[src/rtl/ts_byte_packer.sv]
// ts_byte_packer
// Locks onto a byte-wide packetised stream and packs bytes MSB-first into
// DATA_WIDTH-bit words for the capture-path word FIFO. Everything runs on wclk.
//
// Ports:
//   wclk        clock, rising edge
//   rst_n       synchronous active-low reset
//   din         input byte
//   din_valid   din carries a byte this cycle
//   din_sop     first byte of a packet (qualified by din_valid)
//   dout        packed word, holds between strobes
//   dout_valid  one-cycle strobe, dout is a new word
//   dout_sop    with dout_valid: word holds a packet's first byte
//   error_sync  one-cycle pulse on a sync violation
//   pkt_count   packets fully emitted since reset (wraps)
module ts_byte_packer #(
  parameter int         DATA_WIDTH   = 32,
  parameter int         PACKET_BYTES = 188,
  parameter logic [7:0] PAD_BYTE     = 8'hFF
) (
  input  logic                  wclk,
  input  logic                  rst_n,
  input  logic [7:0]            din,
  input  logic                  din_valid,
  input  logic                  din_sop,
  output logic [DATA_WIDTH-1:0] dout,
  output logic                  dout_valid,
  output logic                  dout_sop,
  output logic                  error_sync,
  output logic [31:0]           pkt_count
);

  localparam int BPW    = DATA_WIDTH / 8;
  localparam int LANE_W = $clog2(BPW);
  localparam int IDX_W  = $clog2(PACKET_BYTES);

  localparam logic [LANE_W-1:0]     LAST_LANE = LANE_W'(BPW - 1);
  localparam logic [IDX_W-1:0]      LAST_IDX  = IDX_W'(PACKET_BYTES - 1);
  localparam logic [DATA_WIDTH-1:0] PAD_WORD  = {BPW{PAD_BYTE}};

  typedef enum logic {HUNT, PACK} state_t;

  state_t                state;
  logic [IDX_W-1:0]      byte_idx;
  logic [LANE_W-1:0]     lane;
  logic [DATA_WIDTH-1:0] word_buf;
  logic                  word_sop;

  logic                  store;
  logic                  start;
  logic                  sync_err;
  logic                  lost_sync;
  logic [IDX_W-1:0]      eff_idx;
  logic [LANE_W-1:0]     eff_lane;
  logic [DATA_WIDTH-1:0] new_word;
  logic                  new_sop;
  logic                  word_done;
  logic                  pkt_done;

  // A sop byte always (re)starts a packet at byte 0; a non-sop byte is only
  // kept when we are locked and mid-packet. A fresh word starts from the pad
  // pattern so a truncated final word already has PAD_BYTE in its unused lanes.
  always_comb begin
    start     = din_valid && din_sop;
    store     = din_valid && (din_sop || (state == PACK && byte_idx != '0));
    sync_err  = din_valid && (state == PACK) &&
                ((din_sop && byte_idx != '0) || (!din_sop && byte_idx == '0));
    lost_sync = din_valid && (state == PACK) && !din_sop && (byte_idx == '0);

    eff_idx  = start ? '0 : byte_idx;
    eff_lane = start ? '0 : lane;

    new_word = (eff_lane == '0) ? PAD_WORD : word_buf;
    for (int l = 0; l < BPW; l++) begin
      if (eff_lane == LANE_W'(l)) begin
        new_word[DATA_WIDTH-1-8*l -: 8] = din;
      end
    end

    new_sop   = (eff_lane == '0) ? (eff_idx == '0) : word_sop;
    pkt_done  = (eff_idx == LAST_IDX);
    word_done = (eff_lane == LAST_LANE) || pkt_done;
  end

  always_ff @(posedge wclk) begin
    if (!rst_n) begin
      state      <= HUNT;
      byte_idx   <= '0;
      lane       <= '0;
      word_buf   <= '0;
      word_sop   <= 1'b0;
      dout       <= '0;
      dout_valid <= 1'b0;
      dout_sop   <= 1'b0;
      error_sync <= 1'b0;
      pkt_count  <= '0;
    end else begin
      dout_valid <= 1'b0;
      dout_sop   <= 1'b0;
      error_sync <= sync_err;

      if (lost_sync) begin
        state <= HUNT;
      end else if (store) begin
        state    <= PACK;
        word_buf <= new_word;
        word_sop <= new_sop;

        if (word_done) begin
          dout       <= new_word;
          dout_valid <= 1'b1;
          dout_sop   <= new_sop;
        end

        if (pkt_done) begin
          byte_idx  <= '0;
          lane      <= '0;
          pkt_count <= pkt_count + 32'd1;
        end else begin
          byte_idx <= eff_idx + 1'b1;
          lane     <= word_done ? '0 : eff_lane + 1'b1;
        end
      end
    end
  end

endmodule

[config.mk]
export PLATFORM = sky130hd
export DESIGN_NAME = ts_byte_packer
export DESIGN_NICKNAME = d
export VERILOG_FILES = /design/src/rtl/ts_byte_packer.sv
export SDC_FILE = /design/constraint.sdc
export NUM_CORES = 1
export LEC_CHECK = 0
export CORE_MARGIN = 2
export CORE_UTILIZATION = 52
export CTS_CLUSTER_SIZE = 20
export DETAILED_ROUTE_END_ITERATION = 12
export PLACE_DENSITY_LB_ADDON = 0.3
export SYNTH_ARGS = -nofsm -noshare
export SYNTH_HDL_FRONTEND = slang
export SYNTH_SLANG_ARGS = --single-unit
[constraint.sdc]
create_clock -name wclk -period 12.7 [get_ports wclk]
set_clock_uncertainty 0.1 [all_clocks]
set_input_delay 3.81 -clock wclk [delete_from_list [all_inputs] [get_ports wclk]]
set_output_delay 3.81 -clock wclk [all_outputs]
set_load 0.02 [all_outputs]
==> impl_metrics.ini <==
[worst_setup_path]
worstSetupPathType = in -> reg
startpoint_type = primary input
regToRegSetupSlack_ns = 9.79
critPathMaxFanout = 21
required_ns = 12.90
arrival_ns = 7.17
critPathCaptureType = register

[yosys]
ys_async_sr_fraction = 0
syn_avg_cell_area_um2 = 7.704
synth_area_leader_cell = dfxtp_1
synth-seq-area-share = 0.4535
synth_top_cell_area_share = 0.4535
synth_cells = 636
yosysUniqueCellTypes = 42
synth_fp_nets = 655
synth_area_mm2 = 0.004900
synth_seq_cells = 111
synth_top_flop_cell = dfxtp_1
synth_edf_count = 0
yosys-top-cells-area = dfxtp_1, nand2_1, a21oi_1
ys_warn_count = 0

[min_path]
hold_path_class = reg -> reg

[clocking]
cts_max_path_buffers = 2
cts_tree = done
ctsHoldBuffers = 0
clk_pin_slew_ns = 0.10
clk_latency_ns = 0.38
post_cts_resized = 0
h-tree-depth = 3
post_cts.repair.setup_buffers = 0
cts_made_buffers = 9
cts_num_sinks = 111
clockRootBuffer = clkbuf_8

[detailed_routing]
dr.pass1.iters = 5
drcViolationCount = 0
ant_nets = 0
num_vias = 4593
wl_per_cell_um = 14.29
via_per_inst = 5.684
drt_iter0_drc = 265
wirelength_mm = 11.55

[place]
hpwl_mm = 7.807
gp_congestion = 0.9185
numPortBuffers = 78
pre_cts_slack_ns = 5.359

[finish]
seqCellArea_mm2 = 0.002222
area.growth.synth_to_final_pct = 20.25
multi_input_area_mm2 = 0.002505
antennaDiodeCount = 0
fill_cells = 838
fin_nets = 711
drive_above_1_share = 0.04017

[floorplan]
ios = 79
die_w_um = 101.1
initial_core_util = 0.5328
fp-row-count = 35
die_area_mm2 = 0.01022
dieHeight_um = 101.1
core-area_mm2 = 0.009196

[sta]
relSlewSlack = 0.2699
hold_ws_ns = 0.3553
fin_crit_sh = 0.5485
hold_viol = 0
period_needed_ns = 6.966
worstMarginPinSlew_ns = 1.095
setup_ws_ns = 5.734
report.final.slew_viol_count = 0
setup_viol = 0
fmax_ghz = 0.1436
rsz0062_at_grt = no
fin_setup_tns_ns = 0

[global_route]
antenna_found_initial = 0
overflow = 0
grt_max_degree = 109
grt_pass1_vias = 4157
grt_pass1_wl_mm = 19.26
grt_use_total = 0.2324

[power]
total_leakage_power_nw = 2.072
total_power_w = 0.0006086
power_density_mw_per_mm2 = 103.3
irDropWorstVdd_mv = 0.07352

[run_status]
outcome = finished clean

[job]
drv_cap = 0
## flip-flops by register name, indices dropped and copies added (netlist names)
signal and flops:
dout_sop 1, word_buf 32, word_sop 1, byte_idx 8, dout 32, lane 2
error_sync 1, pkt_count 32, dout_valid 1, state 1
## synthesized netlist by cell type, types with 6 or more instances
library cell  number
nor2_1            64
nor3_1             6
or3_1             13
mux2i_1           16
ha_1               7
xor2_1             9
nor4_1             7
a211oi_1           9
nand3_1           21
a21oi_1           75
nand4_1           10
inv_1              8
xnor2_1           11
nand2_1          154
dfxtp_1          111
and3_1             6
o21ai_0           38
clkbuf_1          30
## cell families (layout without fill, tap and decap cells)
| group | after synthesis | in the layout | share of synthesized area |
|---|---|---|---|
| XOR/XNOR | 20 | 20 | 0.03575 |
| AND/OR/NAND/NOR | 302 | 302 | 0.2745 |
| buffers and inverters | 46 | 107 | 0.03728 |
| multiplexers | 16 | 16 | 0.03269 |
| adder cells (fa/ha/maj) | 7 | 7 | 0.01787 |
| AO/OA/AOI/OAI | 134 | 134 | 0.1484 |
| flip-flops | 111 | 111 | 0.4535 |
## per-stage QoR
step                cells  area [µm²]    util
floorplan             636        4900       -
CTS                   808        5892  0.6407
finish                808        5892  0.6407
global route          808        5892  0.6407
global placement      792        5710  0.6210
detailed placement    792        5710  0.6210
## worst max-delay path, stage by stage
cell             delay (ns)
clkdlybuf4s50_1        0.47
nand2_1                0.47
and2_1                 0.23
ha_1                   0.27
nand4bb_1              0.16
or4_1                  0.54
nand4bb_1              0.49
or4_1                  0.57
a21oi_1                0.14
## layout by cell type (no fill, tap or decap), types with 7 or more instances in the layout
cell type and instances:
o21ai_0 38, inv_1 8, ha_1 7, nor2_1 64, nand3_1 21, clkbuf_8 10, nand4_1 10, a211oi_1 9
or3_1 13, clkdlybuf4s50_1 78, a21oi_1 74, xnor2_1 11, nand2_1 154, mux2i_1 16, xor2_1 9, dfxtp_1 111
## final timing paths
check,startpoint,to,depth (start not counted)
max,din_sop,pkt_count[31],9
min reg2reg,word_buf[19],word_buf[19],2
max reg2reg,byte_idx[1],pkt_count[31],7
min,word_buf[19],word_buf[19],2
## per-layer routing
metal / share of wire / vias to the layer above / track usage
met5: 0 / - / 0
met4: 0.023 / 0 / 0.08212
met3: 0.057 / 22 / 0.04022
met2: 0.48 / 153 / 0.3739
met1: 0.44 / 2146 / 0.3148
li1: - / 2272 / -
## layout make-up
cell class              instances  area share
repair buffers                 82      0.1376
clock buffers                  10     0.02336
well taps                     111     0.02357
multi-input cells             479      0.4251
inverters                       9    0.005734
flip-flops and latches        111      0.3771
clock inverters                 6    0.007433
## power by group
part / switching [W] / leakage [nW] / internal (W)
logic: 0.0000328 / 1.08 / 0.0000174
registers: 0.00000440 / 0.900 / 0.000357
clock network: 0.000120 / 0.0930 / 0.0000779
Power figures use the tool's default switching activity.
